[src/rtl/atm_bank_host.sv]
// Bank-side responder for the ATM controller: holds per-account balance, PIN,
// failed-attempt counter and lock flag, and services one request at a time.
module atm_bank_host #(
  parameter int unsigned      NUM_ACCT  = 4,
  parameter int unsigned      BAL_W     = 6,
  parameter int unsigned      PIN_W     = 4,
  parameter logic [PIN_W-1:0] DEF_PIN   = PIN_W'(4'b0110),
  parameter logic [BAL_W-1:0] INIT_BAL  = '0,
  parameter int unsigned      MAX_TRIES = 3,
  localparam int unsigned     AW        = (NUM_ACCT > 1) ? $clog2(NUM_ACCT) : 1
) (
  input  logic             clk,
  input  logic             rst_n,
  input  logic             req_valid,
  output logic             req_ready,
  input  logic [1:0]       req_op,
  input  logic [AW-1:0]    req_acct,
  input  logic [PIN_W-1:0] req_pin,
  input  logic [BAL_W-1:0] req_amount,
  output logic             rsp_valid,
  input  logic             rsp_ready,
  output logic [2:0]       rsp_status,
  output logic [BAL_W-1:0] rsp_balance,
  input  logic             cfg_we,
  input  logic [AW-1:0]    cfg_acct,
  input  logic [PIN_W-1:0] cfg_pin,
  input  logic [BAL_W-1:0] cfg_bal
);

  localparam int unsigned TW = $clog2(MAX_TRIES + 1);

  localparam logic [1:0] OP_DEP  = 2'b00;
  localparam logic [1:0] OP_WDR  = 2'b10;

  localparam logic [2:0] ST_OK       = 3'b000;
  localparam logic [2:0] ST_BAD_PIN  = 3'b001;
  localparam logic [2:0] ST_LOCKED   = 3'b010;
  localparam logic [2:0] ST_NO_FUNDS = 3'b011;
  localparam logic [2:0] ST_OVERFLOW = 3'b100;
  localparam logic [2:0] ST_ZERO_AMT = 3'b101;
  localparam logic [2:0] ST_BAD_ACCT = 3'b110;

  typedef enum logic [1:0] {S_IDLE, S_CHECK, S_EXEC, S_RESP} state_t;

  state_t state_q, state_d;

  // Latched request
  logic [1:0]       op_q;
  logic [AW-1:0]    acct_q;
  logic [PIN_W-1:0] pin_q;
  logic [BAL_W-1:0] amt_q;

  // Result of the CHECK stage carried into EXEC
  logic             chk_ok_q;
  logic [2:0]       chk_status_q;

  // Account store
  logic [BAL_W-1:0] bal_q   [NUM_ACCT];
  logic [PIN_W-1:0] pin_m_q [NUM_ACCT];
  logic [TW-1:0]    tries_q [NUM_ACCT];
  logic [NUM_ACCT-1:0] lock_q;

  logic             acct_ok_c, cfg_ok_c;
  logic [BAL_W-1:0] cur_bal_c;
  logic [PIN_W-1:0] cur_pin_c;
  logic [TW-1:0]    cur_tries_c, tries_inc_c;
  logic             cur_lock_c;
  logic             chk_ok_c;
  logic [2:0]       chk_status_c;
  logic [BAL_W:0]   sum_c;
  logic [2:0]       exec_status_c;
  logic [BAL_W-1:0] exec_bal_c;
  logic             bal_we_c;

  assign req_ready = (state_q == S_IDLE) && !cfg_we;

  // Account lookup for the latched request; out-of-range reads return zero
  always_comb begin
    acct_ok_c   = ({1'b0, acct_q} < (AW+1)'(NUM_ACCT));
    cfg_ok_c    = ({1'b0, cfg_acct} < (AW+1)'(NUM_ACCT));
    cur_bal_c   = '0;
    cur_pin_c   = '0;
    cur_tries_c = '0;
    cur_lock_c  = 1'b0;
    if (acct_ok_c) begin
      cur_bal_c   = bal_q[acct_q];
      cur_pin_c   = pin_m_q[acct_q];
      cur_tries_c = tries_q[acct_q];
      cur_lock_c  = lock_q[acct_q];
    end
    tries_inc_c = cur_tries_c + TW'(1);
  end

  // Authentication check in priority order
  always_comb begin
    chk_ok_c     = 1'b0;
    chk_status_c = ST_OK;
    if (!acct_ok_c)              chk_status_c = ST_BAD_ACCT;
    else if (cur_lock_c)         chk_status_c = ST_LOCKED;
    else if (pin_q != cur_pin_c) chk_status_c = ST_BAD_PIN;
    else                         chk_ok_c     = 1'b1;
  end

  // Arithmetic for an authenticated request; never wraps
  always_comb begin
    sum_c         = {1'b0, cur_bal_c} + {1'b0, amt_q};
    exec_status_c = ST_OK;
    exec_bal_c    = cur_bal_c;
    bal_we_c      = 1'b0;
    case (op_q)
      OP_DEP: begin
        if (amt_q == '0)       exec_status_c = ST_ZERO_AMT;
        else if (sum_c[BAL_W]) exec_status_c = ST_OVERFLOW;
        else begin
          exec_bal_c = sum_c[BAL_W-1:0];
          bal_we_c   = 1'b1;
        end
      end
      OP_WDR: begin
        if (amt_q == '0)             exec_status_c = ST_ZERO_AMT;
        else if (amt_q > cur_bal_c)  exec_status_c = ST_NO_FUNDS;
        else begin
          exec_bal_c = cur_bal_c - amt_q;
          bal_we_c   = 1'b1;
        end
      end
      default: ;
    endcase
  end

  always_ff @(posedge clk or negedge rst_n) begin
    if (!rst_n) state_q <= S_IDLE;
    else        state_q <= state_d;
  end

  always_comb begin
    state_d = state_q;
    case (state_q)
      S_IDLE:  if (req_valid && req_ready) state_d = S_CHECK;
      S_CHECK: state_d = S_EXEC;
      S_EXEC:  state_d = S_RESP;
      S_RESP:  if (rsp_valid && rsp_ready) state_d = S_IDLE;
      default: state_d = S_IDLE;
    endcase
  end

  // Datapath, account store and registered response
  always_ff @(posedge clk or negedge rst_n) begin
    if (!rst_n) begin
      op_q         <= OP_DEP;
      acct_q       <= '0;
      pin_q        <= '0;
      amt_q        <= '0;
      chk_ok_q     <= 1'b0;
      chk_status_q <= ST_OK;
      rsp_valid    <= 1'b0;
      rsp_status   <= ST_OK;
      rsp_balance  <= '0;
      bal_q        <= '{default: INIT_BAL};
      pin_m_q      <= '{default: DEF_PIN};
      tries_q      <= '{default: '0};
      lock_q       <= '0;
    end else begin
      case (state_q)
        S_IDLE: begin
          if (cfg_we) begin
            if (cfg_ok_c) begin
              bal_q[cfg_acct]   <= cfg_bal;
              pin_m_q[cfg_acct] <= cfg_pin;
              tries_q[cfg_acct] <= '0;
              lock_q[cfg_acct]  <= 1'b0;
            end
          end else if (req_valid) begin
            op_q   <= req_op;
            acct_q <= req_acct;
            pin_q  <= req_pin;
            amt_q  <= req_amount;
          end
        end
        S_CHECK: begin
          chk_ok_q     <= chk_ok_c;
          chk_status_q <= chk_status_c;
          if (acct_ok_c && !cur_lock_c) begin
            if (pin_q != cur_pin_c) begin
              tries_q[acct_q] <= tries_inc_c;
              if (tries_inc_c >= TW'(MAX_TRIES)) lock_q[acct_q] <= 1'b1;
            end else begin
              tries_q[acct_q] <= '0;
            end
          end
        end
        S_EXEC: begin
          if (chk_ok_q) begin
            rsp_status  <= exec_status_c;
            rsp_balance <= exec_bal_c;
            if (bal_we_c) bal_q[acct_q] <= exec_bal_c;
          end else begin
            rsp_status  <= chk_status_q;
            rsp_balance <= '0;
          end
        end
        S_RESP: begin
          if (!rsp_valid)     rsp_valid <= 1'b1;
          else if (rsp_ready) rsp_valid <= 1'b0;
        end
        default: ;
      endcase
    end
  end

endmodule

[config.mk]
export PLATFORM = sky130hd
export DESIGN_NAME = atm_bank_host
export DESIGN_NICKNAME = d
export VERILOG_FILES = /design/src/rtl/atm_bank_host.sv
export SDC_FILE = /design/constraint.sdc
export NUM_CORES = 1
export LEC_CHECK = 0
export CAP_MARGIN = 20
export CORE_MARGIN = 10
export CORE_UTILIZATION = 53
export DETAILED_ROUTE_END_ITERATION = 8
export GPL_ROUTABILITY_DRIVEN = 0
export PLACE_DENSITY = 0.83
export SLEW_MARGIN = 10
export SYNTH_ARGS = -nofsm -noshare
export SYNTH_HDL_FRONTEND = slang
export SYNTH_SLANG_ARGS = --single-unit
[constraint.sdc]
create_clock -name clk -period 3.2 [get_ports clk]
set_input_delay 0.48 -clock clk [delete_from_list [all_inputs] [get_ports clk]]
set_output_delay 0.48 -clock clk [all_outputs]
set_load 0.05 [all_outputs]
# Yosys cells after proc, flatten, opt, wreduce, memory -nomap -nowiden
# Cells that the tools add are included.
[word_totals] ff_bits=82 input_bits=31 out_inout_bits=11 elab_cells=146
[classes] n_addsub=3 magnitude_cmp=10 eq_ne=13 mux=68 bitwise_logic=10 reduce_logical=19
[op_table] cell="$mux W24" n=3
[op_table] cell="$mux W6" n=9
[op_table] cell="$bwmux W24" n=2
[op_table] cell="$pmux W24 S2" n=1
[op_table] cell="$mux W4" n=7
[op_table] cell="$demux W6 S2" n=2
[op_table] cell="$mux W8" n=3
[op_table] cell="$and A8 B8 Y8" n=2
[op_table] cell="$bwmux W16" n=1
[op_table] cell="$not A8 Y8" n=2
[op_table] cell="$pmux W8 S2" n=1
[op_table] cell="$mux W3" n=5
[op_table] cell="$mux W2" n=7
[op_table] cell="$ne A2 B2 Y1 const B" n=7
[op_table] cell="$bmux W6 S2" n=1
[op_table] cell="$mux W1" n=12
[op_table] cell="$pmux W6 S2" n=1
[op_table] cell="$bmux W4 S2" n=1
[op_table] cell="$bwmux W8" n=1
[op_table] cell="$demux W2 S2" n=2
[op_table] cell="$demux W4 S2" n=1
[op_table] cell="$pmux W2 S4" n=1
[op_table] cell="$pmux W4 S2" n=1
[op_table] cell="$add A6 B6 Y7" n=1
[op_table] cell="other kinds (31)" n=49

# Longest topological paths before layout
[depth] depth_word=12 ltp_mapped=14 depth_no_buf=10

# Worst setup path after synthesis
# Ideal clock, no wire load.
[synth_timing] kind="flip-flop to flip-flop" start="register acct_q[0]" end="register bal_q[0] (netlist name)" t_arrival_ns=3.138 slack_ns=-0.062 stages_incl_launch_ff=14 path_buffers=3 synth_period_minus_slack_ns=3.262 path_cell_list="dfrtp_1 -> buf_6 -> buf_8 -> mux4_1 -> ha_1 -> inv_1 -> fa_1 -> nor2_1 -> o311ai_2 -> nand3_2 -> a211oi_2 -> or2_1 -> buf_4 -> mux2_2"
[synth_between] elab_chain_len=12 word_cells_on_any_way=28
[synth_rtl] element="from (decl)" line_no="49" text="logic [AW-1:0] acct_q;"
[synth_rtl] element="from (signal assigned)" line_no="175" text="acct_q <= req_acct;"
[synth_rtl] element="$not A2 Y3 (implied by the code) (*)" line_no="86, 196"
[synth_rtl] element="$bmux W6 S2" line_no="86" text="cur_bal_c = bal_q[acct_q];"
[synth_rtl] element="$mux W6 (implied by the code) (2 in series)" line_no="86"
[synth_rtl] element="$sub A6 B6 Y6, or another cell as far along" line_no="123" text="exec_bal_c = cur_bal_c - amt_q;"
[synth_rtl] element="$mux W6 (on tied branches)" line_no="121, 113"
[synth_rtl] element="$mux W6 (on tied branches)" line_no="120, 112"
[synth_rtl] element="$pmux W6 S2" line_no="110" text="case (op_q)"
[synth_rtl] element="$bwmux W24" line_no="196" text="if (bal_we_c) bal_q[acct_q] <= exec_bal_c;"
[synth_rtl] element="$mux W24" line_no="196"
[synth_rtl] element="$mux W24" line_no="193" text="if (chk_ok_q) begin"
[synth_rtl] element="$pmux W24 S2" line_no="164" text="case (state_q)"
[synth_rtl] element="to (signal, indexed assignment)" line_no="168" text="bal_q[cfg_acct] <= cfg_bal;"
[synth_rtl] element="to (signal, indexed assignment)" line_no="196"
[synth_rtl] element="to (decl)" line_no="58" text="logic [BAL_W-1:0] bal_q [NUM_ACCT];"
# Every way passes the cells marked *; elsewhere a longest branch is shown, timed or not. The select of a mux whose other input is x is not followed.
# A chain may end at the register's enable or synchronous reset.

# Worst setup path in the final report
[layout_timing] start="register acct_q[0]" end="register bal_q[1] (netlist name)"
# The elaborated chain is that of the path after synthesis.

==> results.md <==
- Area contributors post-synth: dfrtp_1, mux2_2, ha_1
- WL per Instance: 19.8 um
- Post-Synthesis Net Count: 525
- Synthesized-area fraction occupied by adder cells: 5.10%
- Largest net degree at the start of global routing: 82
- CP Capture Type: flip-flop
- Final WL: between 10000 and 15000 um
- Simple-Gate Fraction of Synth Area: between 10% and 20%
- Slew @ Worst Pin: roughly 1 ns
- Synth-to-Final Area Change: 23.1%
- Routed Antenna Nets: 0
- Cell taking the most area after synthesis: dfrtp_1
- Critical Path Source Type: flip-flop
- MaxCap Viol Count: 0
- Final core utilization: approximately two thirds
- Core area: 0.00920 sq mm
- Drt pass-1 iters: 6
- Mux cell area share after synthesis: 14.2%
- Hold slack: 0.252 ns
- Die Wd: between 100 and 150 um
- Die H: between 100 and 150 um
- Detail Placement HPWL: 9730 um
- Setup violations, final: 0
- I/O pins: between 40 and 50
- Final Instance Area: 0.00610 sq mm
- Status: finished clean
- Vias: 4231
- CP startpoint: acct_q[0]
- Longest Clk Path Bufs: 2
- Synthesis-stage register bit count: 81
- # rows: 35
- F_max: 319 MHz
- Fin crit share: 98.0%
- Die area: 0.0136 sq mm
- Post-Syn Area: 0.00496 sq mm
- CTS Buf Count: 9
- Synth Area in Compound Gates: 18.1%
- Largest family of logic cells by synthesized area: compound AO/OA/AOI/OAI gates
- CTS H-Tree Depth: 3
- Initial antenna violation count: 0
- Ant. Diodes: 0
- Prevailing post-synth register cell: dfrtp_1
- Synth warn: 0
- EDFF count, synth: 0
- Setup TNS: 0 ns
- Initial Util: 53.9%
- Gate Count Post-Synth: 475
- Vias in the first global route: 4227
- Placed Area: 0.00573 sq mm
- TritonCTS clock tree: done
- Synth cell types: 75
- Layout Nets: 607
- Slew headroom: 33.1%
- Clk sinks: 81
- Commonest cells post-synth: dfrtp_1, mux2_2, nand2_1
- Required time of the critical path: 3.45 ns
- Drt drc: 0
- Worst-path clk slew: 0.09 ns
- Worst-Skew Late Latency: 0.37 ns
- Cell chain of the critical path: buf_4 > mux4_2 > ha_4 > o21ai_0 > a211oi_2 > a21boi_4 > buf_4 > o311a_2 > o21ai_0 > mux2_2
- Post-synthesis sequential area ratio: 41.1%
- First-pass GRT wire length: ~21000 um
- Ys async rst share: 100%
- Post-CTS Hold Buffers: 0
- Vias/cell: around 6.3
- Final hold vios: 0
- Worst Skew: 0.0167 ns
- Yosys top cell area share: 36.8%
- # fillers: 713
- Initial DRC count: 397
- Xor/xnor share of the synthesized area: 1.59%
- CP Class: reg2reg
- Post-Syn Area per Cell: between 10 and 15 sq um
- Grt total ovfl: 0
- R2R Path Start: acct_q[0]
- Critical Path AT: 3.38 ns
- Min cycle time layout: 3.14 ns
- Port bufs: 41
- Critical Path Max Stage Delay: 0.54 ns
- CP max-delay cell: mux4_2
- CP Max Fanout: 9
- Total GRT Usage: 19.2%
- Most frequent cell after synthesis: dfrtp_1
- Hold Crit Class: in2async
- Root Buffer: clkbuf_8
- Share of cells above drive strength 1: 29.0%
- Max-slew violations: 0
==> sequential cells by signal, summed over array words and instances (netlist names) <==
register	cells
acct_q	2
amt_q	6
bal_q	24
chk_ok_q	1
chk_status_q	2
lock_q	4
op_q	2
pin_m_q	16
pin_q	4
rsp_balance	6
rsp_status	3
rsp_valid	1
state_q	2
tries_q	8
==> area by class of cell <==
type                       instances  area, sq um  share of cell area [%]
clock buffer                      12          145                    2.38
clock inverter                     4         30.0                   0.492
inverter                          29          109                    1.78
multi-input combinational        343         2840                    46.6
sequential                        81         2040                    33.4
tap                              111          139                    2.28
timing repair buffer              93          798                    13.1
==> stage by stage <==
stage,worst slack (ns),std cells
2_1_floorplan,0.0257,475
3_3_place_gp,-0.0605,650
3_5_place_dp,-0.191,650
4_1_cts,0.00243,670
5_1_grt,-0.0811,673
6_report,0.0632,673
==> path summary, 6_finish.rpt <==
check | to | slack (ns) | depth (start not counted)
min reg2reg | pin_m_q[11] | 0.51 | 1
max | bal_q[1] | 0.06 | 10
min in group clk | pin_m_q[11] | 0.51 | 1
max in group asynchronous | acct_q[0] | 2.20 | 1
min | rsp_status[2] | 0.25 | 1
max reg2reg | bal_q[1] | 0.06 | 10
==> layout by cell type, fill, tap and decap left out, types with 14 or more instances in the layout <==
cell type	n
nor2b_1	14
nand2_1	33
clkdlybuf4s50_1	40
o21ai_0	31
dfrtp_1	72
mux2_2	33
inv_1	26
buf_4	53
nor2_1	31
a21oi_1	25
==> kinds of logic (layout without fill, tap and decap cells) <==
family,after synthesis,after routing
buffers and inverters,51,138
and+or+nand+nor,139,139
xor gates and xnor gates,9,9
AOI/OAI and AO/OA,129,129
DFF,81,81
muxes,47,47
adders and majority gates,19,19
==> repair_timing <==
item / in CTS / in global routing
endpoints found under the setup margin: 28 / 27
cloned: 0 / 0
buffers inserted: 4 / 3
pin swaps: 0 / 6
resized for setup: 3 / 27
==> worst max-delay path: cells and delay by family, from the launching register on <==
family | cells | cell delay, ns
AO/OA/AOI/OAI | 5 | 1.13
adder cells (fa/ha/maj) | 1 | 0.34
flip-flops | 1 | 0.44
multiplexers | 2 | 0.82
buffers and inverters | 2 | 0.29
==> layer usage <==
| metal | up-vias | global-route usage, % | routed length (um) |
|---|---|---|---|
| li1 | 1930 | - | - |
| met1 | 2063 | 22.7 | 5230 |
| met2 | 193 | 33.5 | 6780 |
| met3 | 45 | 3.85 | 917 |
| met4 | 0 | 7.58 | 372 |
| met5 | - | 0 | 0 |
Power is not shown: default switching activity piles up to over one toggle a cycle in this logic, so the estimate is an artifact.
